--- config.mk ---
export PLATFORM = sky130hd
export DESIGN_NAME = booth_mul_seq_flat
export DESIGN_NICKNAME = d
export VERILOG_FILES = /design/src/rtl/booth_mul_seq_if.sv /design/src/rtl/booth_mul_seq.sv /design/src/flat_wrapper.sv
export SDC_FILE = /design/constraint.sdc
export NUM_CORES = 1
export LEC_CHECK = 0
export ABC_AREA = 1
export CAP_MARGIN = 20
export CELL_PAD_IN_SITES_DETAIL_PLACEMENT = 2
export CELL_PAD_IN_SITES_GLOBAL_PLACEMENT = 2
export CORE_ASPECT_RATIO = 1.2
export CORE_MARGIN = 4
export CORE_UTILIZATION = 29
export CTS_CLUSTER_DIAMETER = 60
export DETAILED_ROUTE_END_ITERATION = 6
export PLACE_DENSITY_LB_ADDON = 0.08
export SYNTH_ARGS = -nofsm -noshare
export SYNTH_HDL_FRONTEND = slang
export SYNTH_SLANG_ARGS = --single-unit
--- constraint.sdc ---
create_clock -name clk -period 3.1 [get_ports clk]
set_clock_uncertainty 0.05 [all_clocks]
set_input_delay 0.62 -clock clk [delete_from_list [all_inputs] [get_ports clk]]
set_output_delay 0.62 -clock clk [all_outputs]
set_load 0.02 [all_outputs]
--- src/rtl/booth_mul_seq_if.sv ---
// ---------------------------------------------------------------------------
// booth_mul_seq_if
// Handshake and data bundle between the control unit and the sequential
// Booth multiplier.
//   start      request a multiply (sampled on rising clk)
//   is_signed  1 = two's-complement operands, 0 = unsigned (sampled with start)
//   cancel     synchronous abort of an operation in progress
//   op_a       multiplicand, WIDTH bits (sampled with start)
//   op_b       multiplier,   WIDTH bits (sampled with start)
//   busy       high while the multiplier is stepping
//   done       one-cycle pulse when hi/lo hold a new product
//   hi, lo     upper / lower WIDTH bits of the 2*WIDTH-bit product
// master: the requester (control unit / bench); slave: the multiplier.
// ---------------------------------------------------------------------------
interface booth_mul_seq_if #(
    parameter int WIDTH = 32
);
    logic             start;
    logic             is_signed;
    logic             cancel;
    logic [WIDTH-1:0] op_a;
    logic [WIDTH-1:0] op_b;
    logic             busy;
    logic             done;
    logic [WIDTH-1:0] hi;
    logic [WIDTH-1:0] lo;

    modport master (
        output start, is_signed, cancel, op_a, op_b,
        input  busy, done, hi, lo
    );

    modport slave (
        input  start, is_signed, cancel, op_a, op_b,
        output busy, done, hi, lo
    );
endinterface

--- src/rtl/booth_mul_seq.sv ---
// ---------------------------------------------------------------------------
// booth_mul_seq
// Multi-cycle radix-4 Booth multiplier, signed or unsigned, with a
// start/done handshake. One Booth step per clock; WIDTH/2+1 steps per
// product. The full 2*WIDTH-bit product is held in hi/lo until the next
// completion or reset.
// Ports:
//   clk   system clock, rising edge
//   clr   asynchronous active-low reset
//   bus   booth_mul_seq_if slave modport (start, is_signed, cancel, op_a,
//         op_b in; busy, done, hi, lo out)
// ---------------------------------------------------------------------------
module booth_mul_seq #(
    parameter int WIDTH = 32
) (
    input  logic             clk,
    input  logic             clr,
    booth_mul_seq_if.slave   bus
);
    // Operands are widened by two bits so unsigned values become positive
    // signed numbers and the step count is identical in both modes.
    localparam int EW = WIDTH + 2;
    localparam int N  = WIDTH / 2 + 1;
    localparam int CW = $clog2(N + 1);

    typedef enum logic [1:0] {IDLE, RUN, DONE} state_e;

    state_e                state_q, state_d;
    logic signed [EW:0]    upper_q, upper_d;   // upper accumulator half
    logic [EW-1:0]         mplr_q,  mplr_d;    // lower half, holds remaining multiplier bits
    logic                  bm1_q,   bm1_d;     // b[2i-1] for the current step
    logic signed [EW-1:0]  mcand_q, mcand_d;
    logic [CW-1:0]         cnt_q,   cnt_d;
    logic [WIDTH-1:0]      hi_q,    hi_d;
    logic [WIDTH-1:0]      lo_q,    lo_d;

    logic signed [EW:0]    addend;
    logic signed [EW:0]    sum;
    logic signed [2*EW:0]  shifted;

    function automatic logic [EW-1:0] extend(input logic [WIDTH-1:0] v, input logic s);
        return {{2{s & v[WIDTH-1]}}, v};
    endfunction

    // Booth step datapath: recode three multiplier bits, add, shift by 2.
    // The upper half has one guard bit beyond the operand width, which is
    // enough headroom for +/-2A on top of any partial sum.
    always_comb begin
        addend = '0;
        case ({mplr_q[1:0], bm1_q})
            3'b001, 3'b010: addend = {mcand_q[EW-1], mcand_q};
            3'b011:         addend = {mcand_q, 1'b0};
            3'b100:         addend = -{mcand_q, 1'b0};
            3'b101, 3'b110: addend = -{mcand_q[EW-1], mcand_q};
            default:        addend = '0;
        endcase
        sum     = upper_q + addend;
        shifted = $signed({sum, mplr_q}) >>> 2;
    end

    always_comb begin
        state_d = state_q;
        upper_d = upper_q;
        mplr_d  = mplr_q;
        bm1_d   = bm1_q;
        mcand_d = mcand_q;
        cnt_d   = cnt_q;
        hi_d    = hi_q;
        lo_d    = lo_q;
        case (state_q)
            IDLE, DONE: begin
                state_d = IDLE;
                if (bus.start && !bus.cancel) begin
                    mcand_d = extend(bus.op_a, bus.is_signed);
                    mplr_d  = extend(bus.op_b, bus.is_signed);
                    upper_d = '0;
                    bm1_d   = 1'b0;
                    cnt_d   = CW'(N);
                    state_d = RUN;
                end
            end
            RUN: begin
                if (bus.cancel) begin
                    state_d = IDLE;
                end else begin
                    upper_d = shifted[2*EW:EW];
                    mplr_d  = shifted[EW-1:0];
                    bm1_d   = mplr_q[1];
                    cnt_d   = cnt_q - 1'b1;
                    if (cnt_q == CW'(1)) begin
                        hi_d    = shifted[2*WIDTH-1:WIDTH];
                        lo_d    = shifted[WIDTH-1:0];
                        state_d = DONE;
                    end
                end
            end
            default: state_d = IDLE;
        endcase
    end

    always_ff @(posedge clk or negedge clr) begin
        if (!clr) begin
            state_q <= IDLE;
            upper_q <= '0;
            mplr_q  <= '0;
            bm1_q   <= 1'b0;
            mcand_q <= '0;
            cnt_q   <= '0;
            hi_q    <= '0;
            lo_q    <= '0;
        end else begin
            state_q <= state_d;
            upper_q <= upper_d;
            mplr_q  <= mplr_d;
            bm1_q   <= bm1_d;
            mcand_q <= mcand_d;
            cnt_q   <= cnt_d;
            hi_q    <= hi_d;
            lo_q    <= lo_d;
        end
    end

    assign bus.busy = (state_q == RUN);
    assign bus.done = (state_q == DONE);
    assign bus.hi   = hi_q;
    assign bus.lo   = lo_q;
endmodule

--- src/flat_wrapper.sv ---
// flat-port wrapper written by rule: the top's interface ports become plain ports
module booth_mul_seq_flat 
#(
    parameter int WIDTH = 32
)
  (clk, clr, bus_start, bus_is_signed, bus_cancel, bus_op_a, bus_op_b, bus_busy, bus_done, bus_hi, bus_lo);
  booth_mul_seq_if #(.WIDTH(WIDTH)) bus_i ();
  input  logic clk;
  input  logic clr;
  input wire logic [$bits(bus_i.start)-1:0] bus_start;
  input wire logic [$bits(bus_i.is_signed)-1:0] bus_is_signed;
  input wire logic [$bits(bus_i.cancel)-1:0] bus_cancel;
  input wire logic [$bits(bus_i.op_a)-1:0] bus_op_a;
  input wire logic [$bits(bus_i.op_b)-1:0] bus_op_b;
  output wire logic [$bits(bus_i.busy)-1:0] bus_busy;
  output wire logic [$bits(bus_i.done)-1:0] bus_done;
  output wire logic [$bits(bus_i.hi)-1:0] bus_hi;
  output wire logic [$bits(bus_i.lo)-1:0] bus_lo;
  assign bus_i.start = bus_start;
  assign bus_i.is_signed = bus_is_signed;
  assign bus_i.cancel = bus_cancel;
  assign bus_i.op_a = bus_op_a;
  assign bus_i.op_b = bus_op_b;
  assign bus_busy = bus_i.busy;
  assign bus_done = bus_i.done;
  assign bus_hi = bus_i.hi;
  assign bus_lo = bus_i.lo;
  booth_mul_seq #(.WIDTH(WIDTH)) u_core (.clk(clk), .clr(clr), .bus(bus_i));
endmodule
[Word level (Yosys, flattened, before mapping)]
Cells that the tools add are included.
Widths: inputs -> output; s select.
Word-level totals
  word-level logic and storage cells: 54
  output and inout bits: 66
  register bits after elaboration: 174
Operators by class
  equality and inequality tests: 12
  add/subtract/negate cells: 4
  mux-type cells: 17
  bitwise logic cells: 3
  reduce and logical (&&, ||, !) cells: 10
Operator list (number)
  $pmux 35 s4: 1
  $mux 35: 2
  $neg 35->35: 2
  $pmux 35 s2: 1
  $mux 34: 2
  $pmux 34 s2: 1
  $add 35x35->35: 1
  $mux 5: 2
  $pmux 5 s2: 1
  $eq 3x3->1 const B: 3
  $eq 3x2->1 const B: 2
  $reduce_and 3->1: 2
  $reduce_or 2->1: 3
  $eq 5x1->1 const B: 1
  $sub 5x1->5 const B: 1
  $mux 2: 2
  $pmux 2 s2: 1
  $eq 3x1->1 const B: 1
  $mux 1: 3
  $ne 3x2->1 const B: 1
  $and 1x1->1: 2
  $eq 2x1->1 const B: 1
  $eq 2x2->1 const B: 1
  $logic_not 2->1: 1
  other kinds (8): 8

[Depth between registers and ports, before layout]
  depth in word-level cells: 6
  mapped depth: 25
  gate-level depth less buffers: 25

[Least setup slack after synthesis]
No wires, ideal clock.
  path kind: register -> register
  start: register u_core.mcand_q[0]
  end: register u_core.upper_q[22]
  stages on the path, launching flop included: 22
  data required time: 2.932 ns
  path slack: 0.050 ns
  period minus slack after synthesis: 3.050 ns
  library setup time: 0.118 ns
  arrival: 2.882 ns
  path buffers: 0
  cell sequence: dfrtp_1 -> inv_1 -> ha_1 -> nand2_2 -> nor2_4 -> nand2_4 -> nor2_1 -> xor2_1 -> o22ai_1 -> a21oi_1 -> o21ai_0 -> ha_1 -> nand2_1 -> nor2_1 -> inv_1 -> nor3_1 -> nand2_1 -> nand2_1 -> a21oi_1 -> or2_1 -> nand3_1 -> nand2_1
Between the ends
  word-level cells in the longest chain between the ends: 5
Ends and longest elaborated chain
  start: declaration: RTL line booth_mul_seq.sv:32  | logic signed [EW-1:0] mcand_q, mcand_d;
  start signal: assignment: RTL line booth_mul_seq.sv:116  | mcand_q <= mcand_d;
  $neg 35->35, on equally long branches: RTL line booth_mul_seq.sv:54, booth_mul_seq.sv:53
  $pmux 35 s4 *: RTL line booth_mul_seq.sv:50  | case ({mplr_q[1:0], bm1_q})
  $add 35x35->35 *: RTL line booth_mul_seq.sv:57  | sum = upper_q + addend;
  $mux 35 *: RTL line booth_mul_seq.sv:83  | if (bus.cancel) begin
  $pmux 35 s2 *: RTL line booth_mul_seq.sv:70  | case (state_q)
  end signal: assignment: RTL line booth_mul_seq.sv:113  | upper_q <= upper_d;
  end: declaration: RTL line booth_mul_seq.sv:29  | logic signed [EW:0] upper_q, upper_d;
Every way passes the cells marked *; elsewhere a longest branch is shown, timed or not. The select of a mux whose other input is x is not followed.
A chain may end at the register's enable or synchronous reset.

[Worst setup path after layout]
  start: register u_core.mcand_q[7]
  end: register u_core.upper_q[22]
The elaborated chain is that of the path after synthesis.

==> summary.md <==
| Metric | Value |
|---|---|
| Status | finished with violations |
| Violations in the final reports | setup timing |
| Hold violation total from the final report | 0 |
| Kind of capture point of the worst setup path | register |
| Combined flip-flop and latch cell area | 4310 µm² |
| Transition time of the tightest slew-check pin | 0.818 ns |
| Worst supply voltage drop on vdd | 0.532 mV |
| Row Count | 75 |
| Via count of the routed design | 11.6k |
| Worst r2r src | u_core.mcand_q[7] |
| Wire length of the first global-routing pass | 70400 µm |
| Count of input and output buffers | 134 |
| Share of the clock period used by the worst path after layout | 115% |
| Layout filler cell count | 3852 |
| Design area | 16700 µm² |
| Count of pins on the block boundary | 135 |
| Iteration-0 DRC count of the detailed router | 583 |
| Summed instance area of the synthesized netlist | 10400 µm² |
| Layout cell share with drive strength beyond 1 | 36.3% |
| Post-synth cell types | 45 |
| Clock transition time at the flip-flop clock pins of the worst setup and hold paths | 0.09 ns |
| Register-to-register path setup slack | -0.47 ns |
| Die Span Y | 216 µm |
| Seq cells post-synth | 172 |
| Net count of the mapped netlist | 1511 |
| Type of the setup path with the least slack | reg2reg |
| Syn Area/Cell | 7.43 µm² |
| Area growth from synthesis to final layout | 60.4% |
| Placement Cell Area | 13800 µm² |
| Detail-routed via count per cell | 5.19 |
| Terminus of the critical flop-to-flop path | u_core.upper_q[22] |
| Core outline area | 35300 µm² |
| Total inserted antenna cells | 0 |
| Number of nets in the layout | between 1.5k and 2k |
| Sequential share of the synthesized area | roughly two fifths |
| Crit path launch type | register |
| Top FF cell, synth | dfrtp_1 |
| # H-tree levels | 4 |
| Final period demand of the worst path | 3.57 ns |
| X dimension of the die | 181 µm |
| Gate count of the mapped netlist | around 1.4k |
| Setup repair after global routing missed its margin | true |
| Asr flop ratio synth | 100% |
| Peak Freq | roughly 280 MHz |
| Leading cell types in the layout, fill and taps excluded | 337 x nand2_1, 227 x buf_4, 169 x dfrtp_1, 133 x clkdlybuf4s50_1, 118 x inv_1 |
| Via count of the first global-routing pass | 12.8k |
| Total number of clock tree sinks | about 170 |
| DRC violations left | 0 |
| Number of max-slew violations in the final report | 0 |
| Number of flops mapped to enable cells by yosys | 0 |
| Number of failing setup endpoints in the final timing report | 52 |
| Max Root-Sink Buffers | 2 |
| Min setup slack post-route | -0.473 ns |
| Relative slew slack | 45.4% |
| Overall overflow remaining after global route | 0 |
| Data arrival, critical path | 3.87 ns |
| Syn. warnings | 0 |
| Initial standard-cell utilization of the core | 29.6% |
| Class of the tightest hold or removal check | in2async |
| Placed wire-length estimate | 31600 µm |
| Detail-routed net length per standard cell | ~22 µm |
| Largest net degree at the start of global routing | between 70 and 80 |
| Initial antenna violation count | 0 |
| TritonCTS clock tree | yes |
| Final Routed Wirelength | 50200 µm |
| R2R cell count | 20 |
| Pwr Total | between 20 and 25 mW |
| Clock root buffer master | clkbuf_16 |
| Max-cap violations | 0 |
| Clock latency of the later-clocked register in the worst-skew pair | 0.47 ns |
| Floorplan die area | approximately 39000 µm² |
| Req. time, crit path | 3.40 ns |
| First drt pass iteration count | 5 |
| Cell area power density | roughly 1400 nW/µm² |
| Worst Path Max Fanout | 4 |
| Number of hold buffers added after cts | 0 |
| Most common cell after layout, fill and taps aside | nand2_1 |
| Leakage Power | ~7.6 nW |
| Area of the multi-input gates | about 7300 µm² |
| GPL Wtd Cong | approximately 0.87 |
| All-layer global routing usage | a little under a quarter |
| Post-DRT Antenna Nets | 0 |
| Number of buffers created by CTS | 17 |
==> layout make-up <==
class | count | area share [%]
Clock buffer | 17 | 2.54
Clock inverter | 14 | 0.957
Inverter | 147 | 3.39
Multi-Input combinational cell | 1034 | 43.8
Sequential cell | 172 | 25.7
Tap cell | 462 | 3.45
Timing Repair Buffer | 387 | 20.1
==> synthesized netlist by cell type (5+ instances only) <==
library cell | count | area (µm²)
nand2_1 | 405 | 1520
dfrtp_1 | 172 | 4300
inv_1 | 138 | 518
o21ai_0 | 107 | 536
nor2_1 | 94 | 353
nand3_1 | 90 | 450
a21oi_1 | 58 | 290
o21ai_1 | 52 | 260
ha_1 | 37 | 463
o211ai_1 | 33 | 248
buf_2 | 26 | 130
xor2_1 | 24 | 210
clkbuf_1 | 19 | 71.3
nor3_1 | 14 | 70.1
nand4_1 | 13 | 81.3
o22ai_1 | 13 | 81.3
o2111ai_1 | 11 | 96.3
xnor2_1 | 11 | 96.3
inv_2 | 8 | 30.0
nand3b_1 | 7 | 52.6
nor2_2 | 7 | 43.8
or2_2 | 7 | 43.8
nand2_2 | 5 | 31.3
==> worst max-delay path, cell delays in order (launching register included) <==
cell and delay, ns:
dfrtp_1 0.40, nor2_2 0.20, nand2_1 0.13, nor2_4 0.19, nand2_4 0.12, nor2_8 0.13, nand2_4 0.08, nor2_4 0.09
xor2_1 0.14, inv_1 0.08, nand2_1 0.07, nand4_1 0.31, ha_4 0.47, nand2_4 0.09, nor2_4 0.10, inv_2 0.09
o21ai_4 0.21, a21oi_4 0.07, or2_1 0.26, nand3_1 0.10, nand2_1 0.09
==> sequential cells by signal (all words and copies together) (netlist names) <==
register and cells:
u_core.mplr_q 34, u_core.mcand_q 33, u_core.upper_q 33, u_core.bus.hi 32, u_core.bus.lo 32, u_core.cnt_q 5, u_core.state_q 2, u_core.bm1_q 1
==> power by group <==
group	internal (mW)	switching, mW
registers	3.23	0.748
clock network	1.20	1.06
logic	7.27	9.47
total	11.7	11.3
==> worst max-delay path by stage <==
stage	start	end	slack (ns)	depth (start not counted)
floorplan	u_core.mcand_q[0]	u_core.upper_q[22]	0.05	21
global placement	u_core.mcand_q[1]	u_core.upper_q[31]	-0.59	19
detailed placement	u_core.mcand_q[0]	u_core.upper_q[31]	-0.65	21
CTS	u_core.mcand_q[0]	u_core.upper_q[31]	-0.29	21
global route	u_core.mcand_q[7]	u_core.upper_q[22]	-0.58	20
finish	u_core.mcand_q[7]	u_core.upper_q[22]	-0.47	20
==> kinds of logic after synthesis <==
kind of cell / Yosys count / share of synthesized area (%)
fa+ha+maj: 38 / 4.63
buf+inv: 198 / 7.51
flops: 172 / 41.3
compound gates: 301 / 16.6
simple gates: 660 / 27.1
xor+xnor: 35 / 2.94
==> timing repair <==
| item | 4_1_cts | 5_1_grt |
|---|---|---|
| gates resized for setup | 236 | 258 |
| pin swaps | 71 | 100 |
| buffers inserted | 20 | 24 |
| setup endpoints to repair | 53 | 58 |
==> per-stage QoR <==
stage / setup WS (ns) / utilization, % / setup TNS, ns / hold slack, ns / std cells
3_3_place_gp: -0.587 / 39.0 / -15.89 / 0.414 / 2160
6_report: -0.473 / 47.4 / -12.78 / 0.0466 / 2233
4_1_cts: -0.290 / 43.7 / -8.64 / 0.0648 / 2210
3_5_place_dp: -0.652 / 39.0 / -20.73 / 0.420 / 2160
5_1_grt: -0.576 / 47.4 / -21.13 / 0.0629 / 2233
2_1_floorplan: 0.0504 / - / 0 / 0.274 / 1404
==> routing by layer <==
layer  routed length [µm]  track usage, %  vias up
li1                     -               -     5345
met1                19100            26.1     5872
met2                27100            42.8      252
met3                 1280            2.39      120
met4                 2720            7.78        0
met5                    0               0        -
(Power assumes the default switching activity.)
